<file path="src/rtl/fnd_pkg.sv">
// Shared types and constants for the FND scan controller and its BCD converter.
package fnd_pkg;

  typedef enum logic [1:0] {
    IDLE = 2'd0,
    CONV = 2'd1,
    LOAD = 2'd2
  } state_t;

  localparam int          NUM_DIGITS = 4;
  localparam logic [3:0]  BLANK_CODE = 4'hf;
  localparam int          MAX_VALUE  = 9999;
  localparam int          BCD_W      = 16;
  localparam int          BIN_W      = 14;

  // Double-dabble correction: every nibble >= 5 gets +3 before the shift.
  function automatic logic [BCD_W-1:0] add3_nibbles(input logic [BCD_W-1:0] v);
    logic [BCD_W-1:0] r;
    r = v;
    for (int i = 0; i < NUM_DIGITS; i++) begin
      if (v[4*i +: 4] >= 4'd5) r[4*i +: 4] = v[4*i +: 4] + 4'd3;
    end
    return r;
  endfunction

endpackage

</file>
<file path="src/rtl/fnd_scan_ctrl_if.sv">
// Value handshake from the timer FSM into the scan controller.
// valid/ready: a transfer happens on a clock edge where i_valid and o_ready are both high;
// i_value must be stable while i_valid is high, and i_valid seen while o_ready is low is dropped.
interface fnd_scan_ctrl_if #(
  parameter int VALUE_W = 14
);
  logic [VALUE_W-1:0] i_value;
  logic               i_valid;
  logic               o_ready;

  modport master (output i_value, output i_valid, input  o_ready);
  modport slave  (input  i_value, input  i_valid, output o_ready);
endinterface

</file>
<file path="src/rtl/bin2bcd_seq.sv">
// Iterative double-dabble: 14 shift cycles after i_start, o_done flags the last shift.
module bin2bcd_seq
  import fnd_pkg::*;
(
  input  logic             i_clk,
  input  logic             i_reset_n,
  input  logic             i_start,
  input  logic [BIN_W-1:0] i_bin,
  output logic [BCD_W-1:0] o_bcd,
  output logic             o_done
);

  logic [BIN_W-1:0] op_q;
  logic [BCD_W-1:0] bcd_q;
  logic [BCD_W-1:0] bcd_adj;
  logic [3:0]       cnt_q;
  logic             busy_q;

  assign bcd_adj = add3_nibbles(bcd_q);

  always_ff @(posedge i_clk) begin
    if (!i_reset_n) begin
      op_q   <= '0;
      bcd_q  <= '0;
      cnt_q  <= '0;
      busy_q <= 1'b0;
    end else if (i_start) begin
      op_q   <= i_bin;
      bcd_q  <= '0;
      cnt_q  <= '0;
      busy_q <= 1'b1;
    end else if (busy_q) begin
      bcd_q <= {bcd_adj[BCD_W-2:0], op_q[BIN_W-1]};
      op_q  <= {op_q[BIN_W-2:0], 1'b0};
      cnt_q <= cnt_q + 4'd1;
      if (cnt_q == 4'(BIN_W - 1)) busy_q <= 1'b0;
    end
  end

  assign o_bcd  = bcd_q;
  assign o_done = busy_q && (cnt_q == 4'(BIN_W - 1));

endmodule

</file>
<file path="src/rtl/fnd_scan_ctrl.sv">
// Converts a binary count to BCD and time-multiplexes the four digits onto one
// code bus with an active-low digit select and leading-zero blanking.
module fnd_scan_ctrl
  import fnd_pkg::*;
#(
  parameter int SCAN_DIV = 100000,
  parameter int VALUE_W  = 14
) (
  input  logic            i_clk,
  input  logic            i_reset_n,
  fnd_scan_ctrl_if.slave  bus,
  input  logic            i_blank,
  output logic [3:0]      o_bcd,
  output logic [3:0]      o_digit_sel,
  output logic            o_sat,
  output state_t          o_dbg_state
);

  localparam int CW = (SCAN_DIV > 1) ? $clog2(SCAN_DIV) : 1;
  localparam logic [CW-1:0] SCAN_LAST = CW'(SCAN_DIV - 1);

  state_t           state_q, state_d;
  logic             ready_q;
  logic             sat_pend_q;
  logic [BCD_W-1:0] disp_q;
  logic [CW-1:0]    scan_q;
  logic [1:0]       idx_q;

  logic             accept;
  logic             over;
  logic [BIN_W-1:0] operand;
  logic [BCD_W-1:0] conv_bcd;
  logic             conv_done;

  assign accept  = (state_q == IDLE) && bus.i_valid && ready_q;
  assign over    = bus.i_value > VALUE_W'(MAX_VALUE);
  assign operand = over ? BIN_W'(MAX_VALUE) : bus.i_value[BIN_W-1:0];

  bin2bcd_seq u_conv (
    .i_clk     (i_clk),
    .i_reset_n (i_reset_n),
    .i_start   (accept),
    .i_bin     (operand),
    .o_bcd     (conv_bcd),
    .o_done    (conv_done)
  );

  always_comb begin
    state_d = state_q;
    case (state_q)
      IDLE:    if (accept) state_d = CONV;
      CONV:    if (conv_done) state_d = LOAD;
      LOAD:    state_d = IDLE;
      default: state_d = IDLE;
    endcase
  end

  always_ff @(posedge i_clk) begin
    if (!i_reset_n) begin
      state_q    <= IDLE;
      ready_q    <= 1'b0;
      sat_pend_q <= 1'b0;
      disp_q     <= '0;
      o_sat      <= 1'b0;
    end else begin
      state_q <= state_d;
      ready_q <= (state_d == IDLE);
      if (accept) sat_pend_q <= over;
      if (state_q == LOAD) begin
        disp_q <= conv_bcd;
        o_sat  <= sat_pend_q;
      end
    end
  end

  // Free-running digit scan, unaffected by conversion or blanking.
  always_ff @(posedge i_clk) begin
    if (!i_reset_n) begin
      scan_q <= '0;
      idx_q  <= '0;
    end else if (scan_q == SCAN_LAST) begin
      scan_q <= '0;
      idx_q  <= idx_q + 2'd1;
    end else begin
      scan_q <= scan_q + 1'b1;
    end
  end

  logic [3:0] cur_digit;
  logic [3:0] lead_zero;
  logic       digit_blank;

  always_comb begin
    cur_digit    = disp_q[4*idx_q +: 4];
    lead_zero[3] = (disp_q[15:12] == 4'd0);
    lead_zero[2] = lead_zero[3] && (disp_q[11:8] == 4'd0);
    lead_zero[1] = lead_zero[2] && (disp_q[7:4] == 4'd0);
    lead_zero[0] = 1'b0;
    digit_blank  = lead_zero[idx_q];
  end

  always_ff @(posedge i_clk) begin
    if (!i_reset_n || i_blank) begin
      o_digit_sel <= 4'b1111;
      o_bcd       <= BLANK_CODE;
    end else begin
      o_digit_sel <= ~(4'b0001 << idx_q);
      o_bcd       <= digit_blank ? BLANK_CODE : cur_digit;
    end
  end

  assign bus.o_ready = ready_q;
  assign o_dbg_state = state_q;

endmodule

</file>
<file path="src/flat_wrapper.sv">
// flat-port wrapper written by rule: the top's interface ports become plain ports
module fnd_scan_ctrl_flat import fnd_pkg::*;
#(
  parameter int SCAN_DIV = 100000,
  parameter int VALUE_W  = 14
)
  (i_clk, i_reset_n, i_blank, o_bcd, o_digit_sel, o_sat, o_dbg_state, bus_i_value, bus_i_valid, bus_o_ready);
  fnd_scan_ctrl_if #(.VALUE_W(VALUE_W)) bus_i ();
  input  logic i_clk;
  input  logic i_reset_n;
  input  logic i_blank;
  output logic [3:0] o_bcd;
  output logic [3:0] o_digit_sel;
  output logic o_sat;
  output state_t o_dbg_state;
  input wire logic [$bits(bus_i.i_value)-1:0] bus_i_value;
  input wire logic [$bits(bus_i.i_valid)-1:0] bus_i_valid;
  output wire logic [$bits(bus_i.o_ready)-1:0] bus_o_ready;
  assign bus_i.i_value = bus_i_value;
  assign bus_i.i_valid = bus_i_valid;
  assign bus_o_ready = bus_i.o_ready;
  fnd_scan_ctrl #(.SCAN_DIV(SCAN_DIV), .VALUE_W(VALUE_W)) u_core (.i_clk(i_clk), .i_reset_n(i_reset_n), .bus(bus_i), .i_blank(i_blank), .o_bcd(o_bcd), .o_digit_sel(o_digit_sel), .o_sat(o_sat), .o_dbg_state(o_dbg_state));
endmodule
</file>
<file path="config.mk">
export PLATFORM = sky130hd
export DESIGN_NAME = fnd_scan_ctrl_flat
export DESIGN_NICKNAME = d
export VERILOG_FILES = /design/src/rtl/fnd_pkg.sv /design/src/rtl/fnd_scan_ctrl_if.sv /design/src/rtl/bin2bcd_seq.sv /design/src/rtl/fnd_scan_ctrl.sv /design/src/flat_wrapper.sv
export SDC_FILE = /design/constraint.sdc
export NUM_CORES = 1
export LEC_CHECK = 0
export BUFFER_PORTS_ARGS = -buffer_cell sky130_fd_sc_hd__buf_4
export CORE_MARGIN = 2
export CORE_UTILIZATION = 50
export DETAILED_ROUTE_END_ITERATION = 12
export GPL_TIMING_DRIVEN = 1
export PLACE_DENSITY = 0.68
export SLEW_MARGIN = 25
export SYNTH_ARGS = -nofsm -noshare
export SYNTH_HDL_FRONTEND = slang
export SYNTH_SLANG_ARGS = --single-unit
</file>
<file path="constraint.sdc">
create_clock -name i_clk -period 2 [get_ports i_clk]
set_input_delay 0 -clock i_clk [delete_from_list [all_inputs] [get_ports i_clk]]
set_output_delay 0 -clock i_clk [all_outputs]
set_load 0.01 [all_outputs]
</file>
==> results of run 1 <==
-- routing by layer --
metal	routed length [um]	share of wire (%)	GRT usage, %
met3	332	4.3	5.34
met5	0	0	0
met1	3490	45	22.9
met2	3830	49	35.6
met4	148	1.9	8.46
-- through the flow --
stage               area, um^2  hold WS [ns]  setup slack (ns)
global placement          4060         0.210             0.209
finish                    4410        0.0105             0.149
detailed placement        4060         0.215             0.174
global route              4410        0.0317            0.0749
floorplan                 3730         0.124             0.198
CTS                       4410        0.0102             0.157
-- sequential cells by signal, indices dropped and copies added (netlist names) --
signal	count
u_core.bus.o_ready	1
u_core.u_conv.cnt_q	4
u_core.scan_q	17
u_core.u_conv.busy_q	1
u_core.o_bcd	4
u_core.idx_q	2
u_core.u_conv.op_q	14
u_core.sat_pend_q	1
u_core.u_conv.o_bcd	16
u_core.o_dbg_state	2
u_core.o_sat	1
u_core.disp_q	16
u_core.o_digit_sel	4
-- worst min path at each step --
stage	to	slack [ns]	depth (start not counted)
6_report	u_core.u_conv.op_q[12]$_SDFFE_PN0P_	0.01	3
5_1_grt	u_core.u_conv.op_q[12]$_SDFFE_PN0P_	0.03	3
4_1_cts	u_core.u_conv.op_q[12]$_SDFFE_PN0P_	0.01	3
3_5_place_dp	u_core.u_conv.op_q[2]$_SDFFE_PN0P_	0.21	2
3_3_place_gp	u_core.u_conv.op_q[2]$_SDFFE_PN0P_	0.21	2
2_1_floorplan	u_core.u_conv.op_q[1]$_SDFFE_PN0P_	0.12	1
-- area by class of cell --
class                   count  area, um^2
clock buffers              11         131
clock inverters             4        76.3
fillers                   653        2840
inverters                  21        78.8
multi-input cells         311        1900
flip-flops and latches     83        1660
well taps                  99         124
repair buffers             54         443
-- cell families after synthesis --
family / Yosys count / synth area share [%]
multiplexers: 8 / 3.49
buffers and inverters: 45 / 4.63
XOR/XNOR: 23 / 5.40
AO/OA/AOI/OAI: 96 / 15.2
adder cells (fa/ha/maj): 15 / 5.04
AND/OR/NAND/NOR: 169 / 21.7
flip-flops: 83 / 44.6
-- placed cells by master (no fill, tap or decap), drive strengths merged, types with 4 or more instances in the layout --
cell type,n
a211oi,6
a21oi,46
a31oi,4
buf,39
clkbuf,11
dfxtp,83
dlygate4sd3,15
ha,15
inv,21
mux2i,4
mux4,4
nand2,62
nand2b,5
nand3,19
nand4,12
nor2,33
nor2b,6
nor4,6
o21ai,20
o221ai,6
o22ai,4
or2,6
or3,11
xnor2,11
xor2,12
-- timing repair --
action                                 4_1_cts  5_1_grt
endpoints found under the hold margin       20        0
hold buffers                                15        0
buffers inserted                             0        0
setup endpoints to repair                    0        0
-- worst register-to-register path: stages (launching register included) --
cell and delay, ns:
dfxtp_1 0.37, or4_1 0.53, or3_4 0.42, or3_1 0.32, a21oi_1 0.15
-- power breakdown --
part / switching [uW] / internal, uW / leakage, uW
Combinational: 156 / 137 / 0.000792
Sequential: 34.0 / 1700 / 0.000674
Clock: 579 / 700 / 0.0000996
Total: 769 / 2540 / 0.00157
==> results.toml, run 1 <==
[status]
outcome = "complete, no violations"

[placement]
gp_congestion = 0.793
dp_hpwl_um = 5290
port_buffers = 29
place_inst = 553

[routing]
wl_per_cell_um = 13.4
via_per_inst = 5.46
detail-route-antenna-nets = 0
first_pass_iters = 4
drc = 0
via_count = 3184
drt_iter0_drc = 122
routed_wl_um = 7800

[flow_run]
maxCapViolCount = 0

[cells_and_area]
nNetsFinal = 513
finalNonFillerCells = 583
antennaDiodeCount = 0
drive_gt1_share_pct = 13.8
fin_util_pct = 60.9
flow.area_growth_from_synthesis_pct = 18.4

[clocking]
h-tree-depth = 3
cts_tree = "done"
cts_root_buffer = "clkbuf_8"
clock_sinks = 83
cts_buffers = 9
clock_latency_ns = 0.35
cts_resized = 0
clk_pin_slew_ns = 0.08
clk_path_buf_depth = 2

[synth]
synth.net_count = 472
synth.avg_cell_area_um2 = 8.49
synth_cells = 439
async_flop_share_pct = 0
synth-main-ff-cell = "dfxtp_1"
synthTopCellsByCount = "83 x dfxtp_1, 62 x nand2_1, 46 x a21oi_1"
yosysSeqAreaShare_pct = 44.6
synth_edf_count = 0
syn_area_um2 = 3730
yosys-top-cells-area = "dfxtp_1 45%, nand2_1 6.2%, a21oi_1 6.2%, ha_1 5.0%, nor2_1 3.3%"
yosysWarningCount = 0
yosysMostFrequentCell = "dfxtp_1"
synth_top_area_cell = "dfxtp_1"
ys_ff_latch = 83
synth_top_area_share_pct = 44.6
synthDistinctLibCells = 39

[floorplan]
die_x_um = 90.3
core-area_um2 = 7250
fp-row-count = 31
dieArea_um2 = 8160
io_pins = 30
start_util_pct = 51.4
die_h_um = 90.3

[global_route]
grt_pass1_vias = 3154
antenna_found_initial = 0
grt_pass1_wl_um = 13500
grt_max_degree = 39
grt_use_total_pct = 20.1
grt_overflow_total = 0

[sta]
finalClockSkew_ns = 0.00716
rsz0062_at_grt = "false"
fmax_mhz = 540
timing.final.crit_share_pct = 92.5
worst_pin_slew_ns = 0.625
hold_viol_final = 0
fin_setup_tns_ns = 0
slew_violations = 0
slew_headroom_pct = 58.3
setup_violations = 0
layout_min_cycle_time_ns = 1.85

[pwr]
power_uw = 3310
p_leak_uw = 0.00157
powerDensity_nw_per_um2 = 749
peakVddDrop_v = 0.000450

[setup_path]
crit_required_ns = 2.28
slowest_delay_ns = 0.53
worst-path-buf-inv = 0
critPathMaxFanout = 7
ff2ff_path_depth = 4
cpMaxStageDelayCell = "or4_1"
rrSetupSlack_ns = 0.15
timing.rr.start = "u_core.scan_q[6]$_SDFF_PP0_"
timing.rr.end = "u_core.idx_q[1]$_SDFFE_PN0N_"
endpoint_kind = "flop"
crit_start = "u_core.scan_q[6]$_SDFF_PP0_"
worstPathArrival_ns = 2.13
startpoint_type = "flop"
cp.depth = 4
crit_chain = "or4_1 -> or3_4 -> or3_1 -> a21oi_1"
crit_path_end = "u_core.idx_q[1]$_SDFFE_PN0N_"
critical_path.top_delay_family = "simple AND/OR/NAND/NOR gates"
crit_type = "reg -> reg"

[min_path]
hp-class = "in -> reg"
worstHoldStart = "bus_i_value[12]"
Power figures use the tool's default switching activity.
==> run 2: changes to the inputs <==
Settings changed: CORE_MARGIN 2 to default, CTS_CLUSTER_SIZE from default to 28.
==> run 2 against run 1 <==
Clock skew grew 0.0032 ns. Sequential power about the same. Die area is 4.4% lower. Design area about the same. Highest routed layer unchanged. Non-clock buffer count unchanged.
==> results.toml, run 2 (synthesis gave the netlist of run 1 again) <==
[clocking]
cts_resized = 0
clock_sinks = 83
clk_pin_slew_ns = 0.09
cts_setup_buffers = 0
clock_latency_ns = 0.36
clk_path_buf_depth = 2
cts_buffers = 9
cts_tree = "done"
cts_hold_buf = 15
h-tree-depth = 3
cts_root_buffer = "clkbuf_8"

[setup_path]
cpMaxStageDelayCell = "or4_1"
crit_required_ns = 2.29
critical_path.top_delay_family = "simple AND/OR/NAND/NOR gates"
crit_start = "u_core.scan_q[6]$_SDFF_PP0_"
crit_type = "reg -> reg"
slowest_delay_ns = 0.55
crit_chain = "or4_1 -> or3_4 -> or3_1 -> a21oi_1"
worst-path-buf-inv = 0
worstPathArrival_ns = 2.17
timing.rr.start = "u_core.scan_q[6]$_SDFF_PP0_"
endpoint_kind = "flop"
startpoint_type = "flop"
critPathMaxFanout = 7

[global_route]
grt_pass1_wl_um = 13200
grt_pass1_vias = 2938
antenna_found_initial = 0
grt_use_total_pct = 21.9
grt_overflow_total = 0
grt_max_degree = 30

[cells_and_area]
finalNonFillerCells = 584
nNetsFinal = 513
drive_gt1_share_pct = 14.4
seqCellArea_um2 = 1660
antennaDiodeCount = 0
final_cell_mix = "83 x dfxtp_1, 62 x nand2_1, 46 x a21oi_1"
top_regs = "u_core.scan_q x17, u_core.disp_q x16, u_core.u_conv.o_bcd x16"
fill_cells = 670
largest_reg_flops = 17
flow.area_growth_from_synthesis_pct = 18.4
final_common_cell = "dfxtp_1"
multiInputGateArea_um2 = 1900
regMostFlops = "u_core.scan_q"

[flow_run]
maxCapViolCount = 0

[sta]
hold_viol_final = 0
rsz0062_at_grt = "false"
setup_violations = 0
slew_violations = 0
fin_setup_tns_ns = 0
setup_slack_ns = 0.120
slew_headroom_pct = 53.1
layout_min_cycle_time_ns = 1.88
finalClockSkew_ns = 0.0104
timing.final.crit_share_pct = 94.0
fmax_mhz = 532
worst_pin_slew_ns = 0.701

[routing]
via_count = 3172
first_pass_iters = 5
detail-route-antenna-nets = 0
drc = 0
wl_per_cell_um = 13.3
drt_iter0_drc = 89
via_per_inst = 5.43
routed_wl_um = 7760

[floorplan]
fp-row-count = 31
io_pins = 30
core-area_um2 = 7210
die_h_um = 88.3
die_x_um = 88.3
start_util_pct = 51.7
dieArea_um2 = 7800

[pwr]
peakVddDrop_v = 0.000396
p_leak_uw = 0.00157
power_uw = 3290
powerDensity_nw_per_um2 = 746

[placement]
place_inst = 553
place_ws_ns = 0.146
dp_hpwl_um = 5150
gp_congestion = 0.792
port_buffers = 29

[min_path]
worstHoldStart = "bus_i_value[12]"
hp-class = "in -> reg"

[status]
outcome = "complete, no violations"
-- run 2: cell count changes in the layout (fill, tap and decap cells not counted) --
cell / delta
inv_6: +5
clkbuf_1: -2
bufinv_16: -1
clkinv_4: -1
-- run 2: routing by layer --
| layer | routed length (um) | share of wire, % | track usage, % | vias to the layer above |
|---|---|---|---|---|
| met1 | 3570 | 46 | 27.4 | 1501 |
| met4 | 159 | 2.0 | 9.97 | 0 |
| met2 | 3760 | 48 | 36.4 | 48 |
| met5 | 0 | 0 | 0 | - |
| li1 | - | - | - | 1609 |
| met3 | 266 | 3.4 | 4.48 | 14 |
-- run 2: worst paths after layout --
path / to / slack, ns / cells past startpoint
setup / recovery: u_core.idx_q[0]$_SDFFE_PN0N_ / 0.12 / 4
hold / removal: u_core.u_conv.op_q[12]$_SDFFE_PN0P_ / 0.02 / 3
setup reg to reg: u_core.idx_q[0]$_SDFFE_PN0N_ / 0.12 / 4
hold reg to reg: u_core.disp_q[3]$_SDFFE_PN0N_ / 0.46 / 2
-- run 2: worst register-to-register path, stage by stage, from the launching register on --
cell and delay, ns:
dfxtp_1 0.38, or4_1 0.55, or3_4 0.42, or3_1 0.31, a21oi_1 0.15
-- run 2: metrics by stage --
step,area [um^2],utilization [%],hold WS [ns]
finish,4410,61.2,0.0241
global route,4410,61.2,0.0371
CTS,4410,61.2,0.0210
detailed placement,4060,56.2,0.216
global placement,4060,56.2,0.209
floorplan,3730,-,0.124
-- run 2: layout make-up --
cell class	count	area share (%)
Timing Repair Buffer	54	10.0
Clock buffer	9	2.81
Inverter	21	1.79
Sequential cell	83	37.7
Clock inverter	7	1.84
Tap cell	99	2.81
Multi-Input combinational cell	311	43.1
-- run 2: power by group --
| group | switching (uW) | internal (uW) |
|---|---|---|
| Sequential | 33.1 | 1700 |
| Clock | 663 | 599 |
| Combinational | 156 | 137 |
